**config.mk**
```make
export PLATFORM = sky130hd
export DESIGN_NAME = btn_action_beeper_flat
export DESIGN_NICKNAME = d
export VERILOG_FILES = /design/src/rtl/buzzer_pkg.sv /design/src/rtl/btn_action_beeper_if.sv /design/src/rtl/btn_debouncer.sv /design/src/rtl/btn_action_beeper.sv /design/src/flat_wrapper.sv
export SDC_FILE = /design/constraint.sdc
export NUM_CORES = 1
export LEC_CHECK = 0
export CAP_MARGIN = 5
export CORE_MARGIN = 8
export CORE_UTILIZATION = 39
export CTS_CLUSTER_SIZE = 8
export DETAILED_ROUTE_END_ITERATION = 8
export GPL_TIMING_DRIVEN = 0
export PLACE_DENSITY_LB_ADDON = 0.05
export SYNTH_ARGS = -nofsm -noshare
export SYNTH_HDL_FRONTEND = slang
export SYNTH_HIERARCHICAL = 1
export SYNTH_SLANG_ARGS = --single-unit
```
**constraint.sdc**
```tcl
create_clock -name clk -period 2.8 [get_ports clk]
set_clock_uncertainty 0.15 [all_clocks]
set_input_delay 0.7 -clock clk [delete_from_list [all_inputs] [get_ports clk]]
set_output_delay 0.7 -clock clk [all_outputs]
set_load 0.03 [all_outputs]
```
**src/rtl/buzzer_pkg.sv**
```systemverilog
// Shared definitions for the action-button / buzzer path: debounce FSM
// state encoding, default timing at 50 MHz and a counter-width helper.
package buzzer_pkg;

    // Default timing for a 50 MHz board clock
    localparam int unsigned CLK_HZ_DEFAULT          = 50_000_000;
    localparam int unsigned DEBOUNCE_CYCLES_DEFAULT = 1_000_000;   // 20 ms
    localparam int unsigned BEEP_CYCLES_DEFAULT     = 5_000_000;   // 100 ms

    // Debounce FSM state encoding
    localparam logic [1:0] ST_IDLE         = 2'd0;
    localparam logic [1:0] ST_PRESS_WAIT   = 2'd1;
    localparam logic [1:0] ST_HELD         = 2'd2;
    localparam logic [1:0] ST_RELEASE_WAIT = 2'd3;

    typedef enum logic [1:0] {
        IDLE         = ST_IDLE,
        PRESS_WAIT   = ST_PRESS_WAIT,
        HELD         = ST_HELD,
        RELEASE_WAIT = ST_RELEASE_WAIT
    } deb_state_e;

    // Width of a counter sized by $clog2 of its cycle count, never below 1 bit
    function automatic int unsigned cnt_width(input int unsigned n);
        return (n < 2) ? 1 : $clog2(n);
    endfunction

endpackage

```
**src/rtl/btn_action_beeper_if.sv**
```systemverilog
// Button-side signal bundle between the board pin / tone stage and the
// action-button conditioner. The conditioner sits on the slave side.
interface btn_action_beeper_if;

    logic btn_raw;      // raw, asynchronous, bouncing pin
    logic btn_level;    // debounced state, 1 = pressed
    logic btn_press;    // one-cycle strobe per accepted press
    logic btn_action;   // beep-enable level to the tone stage

    modport master (
        output btn_raw,
        input  btn_level,
        input  btn_press,
        input  btn_action
    );

    modport slave (
        input  btn_raw,
        output btn_level,
        output btn_press,
        output btn_action
    );

endinterface

```
**src/rtl/btn_debouncer.sv**
```systemverilog
// Two-flop synchroniser plus four-state debounce FSM for one push-button.
// Produces a clean pressed level and a one-cycle strobe per accepted press.
// Kept free of any beep logic so the other board buttons can reuse it.
module btn_debouncer
    import buzzer_pkg::*;
#(
    parameter int unsigned DEBOUNCE_CYCLES = DEBOUNCE_CYCLES_DEFAULT,
    parameter bit          BTN_ACTIVE_LOW  = 1'b1
) (
    input  logic clk,
    input  logic rst_n,
    input  logic btn_raw_i,
    output logic btn_level_o,
    output logic btn_press_o
);

    localparam int unsigned CNT_W    = cnt_width(DEBOUNCE_CYCLES);
    localparam bit          SINGLE   = (DEBOUNCE_CYCLES <= 1);
    localparam logic        RELEASED = BTN_ACTIVE_LOW ? 1'b1 : 1'b0;

    // The cycle in which IDLE/HELD first sees the new level already counts as
    // the first stable cycle, so a WAIT state only has to cover the remaining
    // DEBOUNCE_CYCLES-1 cycles; its counter therefore terminates at D-2.
    localparam logic [CNT_W-1:0] DEB_TERM =
        (DEBOUNCE_CYCLES >= 2) ? CNT_W'(DEBOUNCE_CYCLES - 2) : '0;

    logic       sync1_q;
    logic       sync2_q;
    logic [1:0] fill_q;
    logic       armed_q;
    logic       armed_d;
    logic       pressed_s;

    deb_state_e       state_q;
    deb_state_e       state_d;
    logic [CNT_W-1:0] cnt_q;
    logic [CNT_W-1:0] cnt_d;
    logic             level_q;
    logic             level_d;
    logic             press_q;
    logic             press_d;

    // Two-flop synchroniser; fill_q marks when the chain holds real pin samples
    always_ff @(posedge clk or negedge rst_n) begin
        if (!rst_n) begin
            sync1_q <= RELEASED;
            sync2_q <= RELEASED;
            fill_q  <= 2'b00;
        end else begin
            sync1_q <= btn_raw_i;
            sync2_q <= sync1_q;
            fill_q  <= {fill_q[0], 1'b1};
        end
    end

    // Normalise polarity so that 1 always means pressed
    assign pressed_s = sync2_q ^ RELEASED;

    // A button held through reset must be seen released once before it may
    // produce a press; the reset-loaded synchroniser value does not count.
    assign armed_d = armed_q | (fill_q[1] & ~pressed_s);

    // Debounce FSM next-state, counter and output decode
    always_comb begin
        state_d = state_q;
        cnt_d   = cnt_q;
        level_d = level_q;
        press_d = 1'b0;
        case (state_q)
            IDLE: begin
                if (pressed_s && armed_q) begin
                    cnt_d = '0;
                    if (SINGLE) begin
                        state_d = HELD;
                        level_d = 1'b1;
                        press_d = 1'b1;
                    end else begin
                        state_d = PRESS_WAIT;
                    end
                end
            end
            PRESS_WAIT: begin
                if (!pressed_s) begin
                    state_d = IDLE;
                    cnt_d   = '0;
                end else if (cnt_q == DEB_TERM) begin
                    state_d = HELD;
                    cnt_d   = '0;
                    level_d = 1'b1;
                    press_d = 1'b1;
                end else begin
                    cnt_d = cnt_q + 1'b1;
                end
            end
            HELD: begin
                if (!pressed_s) begin
                    cnt_d = '0;
                    if (SINGLE) begin
                        state_d = IDLE;
                        level_d = 1'b0;
                    end else begin
                        state_d = RELEASE_WAIT;
                    end
                end
            end
            RELEASE_WAIT: begin
                if (pressed_s) begin
                    state_d = HELD;
                    cnt_d   = '0;
                end else if (cnt_q == DEB_TERM) begin
                    state_d = IDLE;
                    cnt_d   = '0;
                    level_d = 1'b0;
                end else begin
                    cnt_d = cnt_q + 1'b1;
                end
            end
            default: begin
                state_d = IDLE;
                cnt_d   = '0;
                level_d = 1'b0;
            end
        endcase
    end

    // FSM state, counter and registered outputs
    always_ff @(posedge clk or negedge rst_n) begin
        if (!rst_n) begin
            state_q <= IDLE;
            cnt_q   <= '0;
            level_q <= 1'b0;
            press_q <= 1'b0;
            armed_q <= 1'b0;
        end else begin
            state_q <= state_d;
            cnt_q   <= cnt_d;
            level_q <= level_d;
            press_q <= press_d;
            armed_q <= armed_d;
        end
    end

    assign btn_level_o = level_q;
    assign btn_press_o = press_q;

endmodule

```
**src/rtl/btn_action_beeper.sv**
```systemverilog
// Action-button conditioner: debounces the board button and turns every
// accepted press into a fixed-length beep-enable level for the tone stage.
// A new press during a beep restarts the timer so the tone stays unbroken.
module btn_action_beeper
    import buzzer_pkg::*;
#(
    parameter int unsigned CLK_HZ          = CLK_HZ_DEFAULT,
    parameter int unsigned DEBOUNCE_CYCLES = DEBOUNCE_CYCLES_DEFAULT,
    parameter int unsigned BEEP_CYCLES     = BEEP_CYCLES_DEFAULT,
    parameter bit          BTN_ACTIVE_LOW  = 1'b1
) (
    input  logic                 clk,
    input  logic                 rst_n,
    btn_action_beeper_if.slave   bus
);

    localparam int unsigned BEEP_W = cnt_width(BEEP_CYCLES);
    localparam logic [BEEP_W-1:0] BEEP_TERM =
        (BEEP_CYCLES >= 1) ? BEEP_W'(BEEP_CYCLES - 1) : '0;

    // CLK_HZ only documents the clock the timing defaults were chosen for;
    // an unset value leaves an empty marker block in the hierarchy.
    if (CLK_HZ == 0) begin : g_clk_hz_unset
    end

    logic              press_w;
    logic              level_w;
    logic              action_q;
    logic              action_d;
    logic [BEEP_W-1:0] beep_cnt_q;
    logic [BEEP_W-1:0] beep_cnt_d;

    btn_debouncer #(
        .DEBOUNCE_CYCLES (DEBOUNCE_CYCLES),
        .BTN_ACTIVE_LOW  (BTN_ACTIVE_LOW)
    ) u_debouncer (
        .clk         (clk),
        .rst_n       (rst_n),
        .btn_raw_i   (bus.btn_raw),
        .btn_level_o (level_w),
        .btn_press_o (press_w)
    );

    // Beep timer: a press (re)loads the count, otherwise run to the terminal value
    always_comb begin
        action_d   = action_q;
        beep_cnt_d = beep_cnt_q;
        if (press_w) begin
            action_d   = 1'b1;
            beep_cnt_d = '0;
        end else if (action_q) begin
            if (beep_cnt_q == BEEP_TERM) begin
                action_d = 1'b0;
            end else begin
                beep_cnt_d = beep_cnt_q + 1'b1;
            end
        end
    end

    // Beep timer registers; reset kills a running beep at once
    always_ff @(posedge clk or negedge rst_n) begin
        if (!rst_n) begin
            action_q   <= 1'b0;
            beep_cnt_q <= '0;
        end else begin
            action_q   <= action_d;
            beep_cnt_q <= beep_cnt_d;
        end
    end

    assign bus.btn_level  = level_w;
    assign bus.btn_press  = press_w;
    assign bus.btn_action = action_q;

endmodule

```
**src/flat_wrapper.sv**
```systemverilog
// flat-port wrapper written by rule: the top's interface ports become plain ports
module btn_action_beeper_flat import buzzer_pkg::*;
#(
    parameter int unsigned CLK_HZ          = CLK_HZ_DEFAULT,
    parameter int unsigned DEBOUNCE_CYCLES = DEBOUNCE_CYCLES_DEFAULT,
    parameter int unsigned BEEP_CYCLES     = BEEP_CYCLES_DEFAULT,
    parameter bit          BTN_ACTIVE_LOW  = 1'b1
)
  (clk, rst_n, bus_btn_raw, bus_btn_level, bus_btn_press, bus_btn_action);
  btn_action_beeper_if bus_i ();
  input  logic clk;
  input  logic rst_n;
  input wire logic [$bits(bus_i.btn_raw)-1:0] bus_btn_raw;
  output wire logic [$bits(bus_i.btn_level)-1:0] bus_btn_level;
  output wire logic [$bits(bus_i.btn_press)-1:0] bus_btn_press;
  output wire logic [$bits(bus_i.btn_action)-1:0] bus_btn_action;
  assign bus_i.btn_raw = bus_btn_raw;
  assign bus_btn_level = bus_i.btn_level;
  assign bus_btn_press = bus_i.btn_press;
  assign bus_btn_action = bus_i.btn_action;
  btn_action_beeper #(.CLK_HZ(CLK_HZ), .DEBOUNCE_CYCLES(DEBOUNCE_CYCLES), .BEEP_CYCLES(BEEP_CYCLES), .BTN_ACTIVE_LOW(BTN_ACTIVE_LOW)) u_core (.clk(clk), .rst_n(rst_n), .bus(bus_i));
endmodule
```
== After elaboration in Yosys (flattened, before gate mapping) ==
Cells that the tools add are included.
Cells by class
  $add $sub $neg: 2
  equality and inequality tests: 14
  multiplexer cells: 27
  bitwise logic cells: 3
  reductions and logical operators: 8
Operators with widths (number)
  $mux W20: 5
  $pmux W20 S4: 1
  $mux W23: 3
  $add A23 B1 Y23 const B: 1
  $eq A23 B23 Y1 const B: 1
  $add A20 B1 Y20 const B: 1
  $eq A20 B20 Y1 const B: 1
  $ne A2 B2 Y1 const B: 7
  $mux W2: 6
  $mux W1: 10
  $pmux W2 S4: 1
  $ne A3 B3 Y1 const B: 2
  $reduce_and A5 Y1: 1
  $eq A2 B2 Y1 const B: 2
  $reduce_and A2 Y1: 2
  $reduce_and A4 Y1: 1
  $reduce_bool A2 Y1: 2
  $eq A2 B1 Y1 const B: 1
  $logic_not A2 Y1: 1
  $pmux W1 S2: 1
  $and A1 B1 Y1: 1
  $logic_and A1 B1 Y1: 1
  $not A1 Y1: 1
  $or A1 B1 Y1: 1
Word-level totals
  register bits after elaboration: 53
  input port bits: 3
  output and inout bits: 3
  logic and storage cells: 64

== Depth between registers and ports, before layout ==
  depth after elaboration: 4
  gate-level depth with buffers: 8
  mapped depth without buffers: 7

== Hierarchy ==
Netlist, hierarchy kept.
Modules (own cells, without submodules)
  btn_debouncer: instances 1, cells each 142, area each 1460.2 sq um, seq. area each 728.2 sq um
  btn_action_beeper: instances 1, cells each 139, area each 1355.0 sq um, seq. area each 600.6 sq um

== Least setup slack after synthesis ==
OpenSTA, ideal clock, no wires.
  path kind: flip-flop to flip-flop
  start point: reg u_core.u_debouncer.cnt_q[6]
  end point: reg u_core.u_debouncer.cnt_q[19]
  setup time: 126 ps
  data arrival time: 1861 ps
  data required time: 2524 ps
  setup slack: 663 ps
  cell stages (with the launch flop): 6
  path buffers: 0
  period minus slack after synthesis: 2137 ps
  cell sequence: dfrtp_1 -> or4_4 -> nor4b_4 -> a21oi_2 -> and3_1 -> a221o_1
Between the ends
  word-level cells in the longest chain between the ends: 4
  elaborated cells on any way between the ends: 6
  those cells by class: add/sub: 1; eq/ne: 1; mux: 4
Ends and longest elaborated chain
  from (decl): line btn_debouncer.sv:36  | logic [CNT_W-1:0] cnt_q;
  from (signal assigned): line btn_debouncer.sv:136  | cnt_q <= cnt_d;
  $add A20 B1 Y20 or $eq A20 B20 Y1 (tied branches)
  $mux W20 (*): line btn_debouncer.sv:86, btn_debouncer.sv:110
  $mux W20 (on tied branches): line btn_debouncer.sv:107, btn_debouncer.sv:83
  $pmux W20 S4 (*): line btn_debouncer.sv:69  | case (state_q)
Every way passes the cells marked *; elsewhere a longest branch is shown, timed or not.
A chain may end at the register's enable or synchronous reset.

== Worst setup path after layout ==
  start point: reg u_core.action_q, in the netlist u_core/bus.btn_action
  end point: out bus_btn_action
RTL lines
  from (decl): line btn_action_beeper.sv:28  | logic action_q;
  from (signal assigned): line btn_action_beeper.sv:66  | action_q <= action_d;
  to (decl): line flat_wrapper.sv:16  | output wire logic [$bits(bus_i.btn_action)-1:0] bus_btn_action;
No word-level cell between the ends.

==> results.toml <==
[die]
initial_core_util = 0.394
dieArea_um2 = 10200
num_rows = 31
die_w_um = 101
die_h_um = 101
core_um2 = 7140
io_pins = 6

[synth]
synth_edf_count = 0
synth-seq-cells = 53
syn-num-nets = 287
syn_inst = 281
postSynthAreaPerCell_um2 = 10.0
synthArstFlopShare = 1.00
synth_flop_cell = "dfrtp_1"
seq_area_frac_synth = 0.472
ys_types = 59
yosysWarningCount = 6
synthTopCellsByArea = "dfrtp_1 45%, xor2_1 3.7%, a21oi_1 3.4%"
yosysTopAreaCellShare = 0.453
synth_area_leader_cell = "dfrtp_1"
netlist_area_um2 = 2820

[power_and_ir_drop]
irDropWorstVdd_v = 0.000174
power_mw = 1.70
p_leak_nw = 1.29
p_per_area_nw_per_um2 = 545

[final_layout]
antennaDiodeCount = 0
layout_commonest_cell = "dfrtp_1"
final_cell_area_um2 = 3120
fin_util = 0.437
final_cell_mix = "51 x dfrtp_1, 25 x nand2_1, 20 x nor2_1"
fill_cells = 722
drive_above_1_share = 0.108
area_delta_synth_final_pct = 10.8
fin_nets = 300

[setup_path]
max_stage_delay_ns = 0.74
crit_chain = "clkdlybuf4s50_1"
end_kind = "primary output"
cp.arrival_ns = 1.55
timing.critical_path.fanout_max = 10
startpoint_type = "register"
critical_path_class = "reg -> out"
worst-path-buf-inv = 1
crit_required_ns = 1.95
path_delay_family = "buffers and inverters"
slowest_stage = "clkdlybuf4s50_1"

[drt]
antenna_left = 0
route.detailed.drc = 0
drt_iter0_drc = 73
drtPass1Iterations = 4
num_vias = 2140
wl_mm = 6.12
wire_per_inst_um = 15.5
vias_per_cell = 5.43

[placement]
numPortBuffers = 5
gp_congestion = 0.778
postPlaceCellArea_um2 = 3000
dp_hpwl_mm = 4.26
pre_cts_ws_ns = 0.426

[timing]
period_share = 0.858
max_freq_ghz = 0.416
rsz0062_at_grt = "no"
worst_slack_ns = 0.397
drv_slew = 0
slew_headroom = 0.475
final-setup-viol-count = 0
worst_slew_pin_slew_ns = 0.776
hold_viol = 0
min_period_ns = 2.40

[global_route]
grt_pass1_vias = 1966
antenna_found_initial = 0
globalRouteTotalUtil = 0.126
grt_pass1_wl_mm = 10.3
grt_overflow = 0
grt_max_degree = 32

[run]
maxCapViolCount = 0

[clock_network]
path_clk_slew_ns = 0.11
cts_tree = "done"
htreeDepth = 2
cts_inserted_buffers = 5
cts_hold_buf = 0
clkLatencyLatePin_ns = 0.31
cts_setup_buffers = 0
cts_max_path_buffers = 2
numClockSinks = 53
cts-root-buf = "clkbuf_8"
cts.repair.resized = 0

[status]
outcome = "finished clean"

[min_path]
worstHoldPathType = "in -> async"
## registers in the layout, summed over array words and instances (netlist names), named ones only
signal                          flops
u_core/u_debouncer/sync1_q          1
u_core/u_debouncer/btn_level_o      1
u_core/u_debouncer/btn_press_o      1
u_core/u_debouncer/cnt_q           20
u_core/bus.btn_action               1
u_core/beep_cnt_q                  23
u_core/u_debouncer/armed_q          1
u_core/u_debouncer/state_q          1
u_core/u_debouncer/sync2_q          1
u_core/u_debouncer/fill_q           2
## metal layers
metal / vias up / routed length (um) / GRT usage
li1: 1076 / - / -
met1: 1039 / 3370 / 0.191
met2: 20 / 2530 / 0.173
met3: 5 / 169 / 0.0228
met4: 0 / 52 / 0.0378
met5: - / 0 / 0
## synthesized netlist by cell type, drive strengths merged, types with 3 or more instances
| master | count |
|---|---|
| dfrtp | 51 |
| inv | 5 |
| o21ai | 11 |
| nand3 | 14 |
| clkbuf | 4 |
| or4 | 9 |
| nor4b | 5 |
| buf | 5 |
| a21oi | 20 |
| nand4 | 15 |
| xnor2 | 3 |
| ha | 3 |
| xor2 | 12 |
| and2 | 4 |
| and3 | 7 |
| a31oi | 9 |
| nand2 | 27 |
| and4 | 8 |
| nor2 | 20 |
| or3 | 5 |
| nand2b | 4 |
| a21o | 4 |
| o31ai | 6 |
| nor3 | 3 |
## report_power, final
| group | switching, mW | internal, mW |
|---|---|---|
| combinational | 0.217 | 0.0919 |
| clock | 0.274 | 0.268 |
| sequential | 0.0467 | 0.801 |
## cell families (layout without fill, tap and decap cells)
kind of cell,after synthesis,in the layout,share of synthesized area
compound gates,64,64,0.159
simple gates,130,130,0.280
buf+inv,14,28,0.0236
other cells,1,1,0.00133
fa+ha+maj,3,3,0.0133
mux,1,1,0.00356
flops,53,53,0.472
xor+xnor,15,15,0.0467
## through the flow
step | cells | hold slack [ns] | setup TNS, ns
CTS | 394 | 0.213 | 0
detailed placement | 386 | 0.187 | 0
finish | 394 | 0.209 | 0
global route | 394 | 0.217 | 0
floorplan | 281 | 0.181 | 0
global placement | 385 | 0.183 | -44.53
## path summary, 6_finish.rpt
check / startpoint / to / slack, ns / depth (start not counted)
setup / recovery: u_core/bus.btn_action / bus_btn_action / 0.40 / 1
hold / removal: rst_n / u_core/beep_cnt_q[0] / 0.21 / 1
setup reg to reg: u_core/u_debouncer/cnt_q[6] / u_core/u_debouncer/cnt_q[9] / 0.41 / 5
hold reg to reg: u_core/u_debouncer/fill_q[0] / u_core/u_debouncer/fill_q[1] / 0.21 / 0
max in group asynchronous: rst_n / u_core/beep_cnt_q[6] / 1.73 / 2
min in group clk: u_core/u_debouncer/fill_q[0] / u_core/u_debouncer/fill_q[1] / 0.21 / 0
## final cells by class
type                            instances  area (um^2)  area share
Multi-Input combinational cell        214         1420       0.455
Buffer                                  9         47.5      0.0152
Tap cell                               99          124      0.0397
Timing Repair Buffer                    6         65.1      0.0209
Clock buffer                            5         68.8      0.0221
Sequential cell                        53         1330       0.426
Inverter                                5         18.8     0.00602
Clock inverter                          3         46.3      0.0148
Note: power is estimated with default switching activity, not from simulation.
==> edit (config.mk and constraints unchanged) <==
`BTN_ACTIVE_LOW` is set to 1'b1 in 3 places; all go to 1'b0.
--- a/src/rtl/btn_debouncer.sv
+++ b/src/rtl/btn_debouncer.sv
@@ -5,7 +5,7 @@
     import buzzer_pkg::*;
 #(
     parameter int unsigned DEBOUNCE_CYCLES = DEBOUNCE_CYCLES_DEFAULT,
-    parameter bit          BTN_ACTIVE_LOW  = 1'b1
+    parameter bit          BTN_ACTIVE_LOW  = 1'b0
 ) (
     input  logic clk,
     input  logic rst_n,
--- a/src/rtl/btn_action_beeper.sv
+++ b/src/rtl/btn_action_beeper.sv
@@ -7,7 +7,7 @@
     parameter int unsigned CLK_HZ          = CLK_HZ_DEFAULT,
     parameter int unsigned DEBOUNCE_CYCLES = DEBOUNCE_CYCLES_DEFAULT,
     parameter int unsigned BEEP_CYCLES     = BEEP_CYCLES_DEFAULT,
-    parameter bit          BTN_ACTIVE_LOW  = 1'b1
+    parameter bit          BTN_ACTIVE_LOW  = 1'b0
 ) (
     input  logic                 clk,
     input  logic                 rst_n,
--- a/src/flat_wrapper.sv
+++ b/src/flat_wrapper.sv
@@ -4,7 +4,7 @@
     parameter int unsigned CLK_HZ          = CLK_HZ_DEFAULT,
     parameter int unsigned DEBOUNCE_CYCLES = DEBOUNCE_CYCLES_DEFAULT,
     parameter int unsigned BEEP_CYCLES     = BEEP_CYCLES_DEFAULT,
-    parameter bit          BTN_ACTIVE_LOW  = 1'b1
+    parameter bit          BTN_ACTIVE_LOW  = 1'b0
 )
   (clk, rst_n, bus_btn_raw, bus_btn_level, bus_btn_press, bus_btn_action);
   btn_action_beeper_if bus_i ();
Formal check against the unedited RTL: no difference found for any inputs over 10 cycles, from zero or initial values and one cycle with rst_n low; that may be too few to reach the edited logic, so the function may still have changed.
==> edit against the unedited design <==
Total power down 11%. Area after synthesis up 2.4%. Via count grew 7.7%. Setup slack better by 0.68 ps. Core utilization is 0.22 points higher. Sequential cell count is the same. Final area rose by 1.6%. Global-route usage increased by 0.77 points. Wire length increased by 4.7%. Largest cell class unchanged.
==> edit: results (changes against the unedited design) <==
The run finished with clean final reports. The first-pass GRT wire length is 11,100 µm (was 10,300 µm). The synthesized-area fraction occupied by adder cells was 1.30% (was 1.33%). The complex-gate fraction of the synthesized area is 17.8% (was 15.9%). After clock tree synthesis, the clock-pin slew on the worst setup and hold paths is 100 ps.

The static leakage is 1.34 nW (was 1.29 nW). Synth area leaders: sky130_fd_sc_hd__dfrtp_1, sky130_fd_sc_hd__nand2_1, sky130_fd_sc_hd__a21oi_1, sky130_fd_sc_hd__nand4_1, sky130_fd_sc_hd__a31oi_1 (was sky130_fd_sc_hd__dfrtp_1, sky130_fd_sc_hd__xor2_1, sky130_fd_sc_hd__a21oi_1, sky130_fd_sc_hd__nand2_1, sky130_fd_sc_hd__nand4_1). The logs give 61 (was 59) for the number of different library cells in the post-synthesis netlist and 299 (was 287) for the synthesized netlist net count.

Final worst hold slack: 146 ps (was 209 ps). The maximum fanout along the worst path was 10 (unchanged); the count of routing violations after the opening detailed-route iteration was 56 (was 73). The actual transition at the worst max-transition pin is 574 ps (was 776 ps), and the post-detailed-route via-to-cell ratio is 5.67 (was 5.43). The endpoint of the worst-slack reg-to-reg timing path is u_core/u_debouncer/cnt_q[18] (was u_core/u_debouncer/cnt_q[9]).

Largest net degree at the start of global routing: 40 (was 32). The worst setup path endpoint was bus_btn_action (unchanged). The count of inserted antenna diode cells was 0 (unchanged).

The placement-stage cell area is 3070 µm² (was 3000 µm²). The logs give 720 ps (was 410 ps) for the worst setup slack for register-to-register paths and 728 ps (was 426 ps) for the worst slack after detailed placement. The cell class contributing the biggest share of worst-path delay is buffers and inverters (unchanged).

The post-synthesis async set-or-reset flop share came out at 100% (unchanged). The net load switching power was 0.440 mW (was 0.538 mW); the synthesized instance count was 293 (was 281). The wire length per cell after detailed routing was 15.8 µm (was 15.5 µm); the sequential fraction of the synthesis area was 46.0% (was 47.2%). The logs give 4410 µm (was 4260 µm) for the detailed placer's ending HPWL and 398 (was 386) for the number of placed cells counting well taps.

The tools report the largest voltage drop on the vdd net as 0.185 mV (was 0.174 mV). Startpoint of the most critical register-to-register path: u_core/u_debouncer/cnt_q[1] (was u_core/u_debouncer/cnt_q[6]). The number of input and output port buffers inserted is 5 (unchanged). The timing startpoint of the critical path was u_core/bus.btn_action (unchanged). The share of post-route cells with drive strength above 1 is 11.4% (was 10.8%). The xor and xnor fraction of the mapped netlist area was 2.43% (was 4.67%).

Most used standard cells in the synthesized netlist: sky130_fd_sc_hd__dfrtp_1, sky130_fd_sc_hd__nand2_1, sky130_fd_sc_hd__a21oi_1 (was sky130_fd_sc_hd__dfrtp_1, sky130_fd_sc_hd__nand2_1, sky130_fd_sc_hd__nor2_1). The run gives 13.4% (was 12.6%) as the total routing resource utilization after global routing. For the last weighted congestion value of the routability-driven placer, the log shows 0.793 (was 0.778).

Number of cells on the worst reg-to-reg path: 6 (was 5). The run gives 312 (was 300) as the number of nets in the finished design. The tools report the via count of the first global-routing pass as 2,239 (was 1,966). The fraction of synthesized area in multiplexers came out at 0.738% (was 0.356%). For the final cell count without fillers, the log shows 406 (was 394). The worst hold-check path type was input pin to async pin (unchanged).
-- edit: cell type report --
| class | instances | area (µm²) |
|---|---|---|
| buffer | 11 | 68.8 |
| fill | 723 | 4050 |
| clock inverter | 2 | 16.3 |
| timing repair buffer | 6 | 65.1 |
| inverter | 7 | 26.3 |
| tap | 99 | 124 |
| sequential | 53 | 1330 |
| multi-input combinational | 222 | 1460 |
| clock buffer | 6 | 82.6 |
-- edit: metal layers --
layer,routed length [µm],up-vias,global-route usage (%)
li1,-,1150,-
met1,3150,1121,17.1
met2,3040,27,22.2
met3,148,6,2.66
met4,65,0,3.84
met5,0,-,0
-- edit: power by group through the flow --
stage	sequential (mW)	clock, mW	combinational, mW
after floorplan	0.835	0	0.156
after global placement	0.844	0	0.224
after detailed placement	0.843	0	0.230
after CTS	0.829	0.494	0.231
after global routing	0.835	0.524	0.253
final	0.830	0.462	0.228
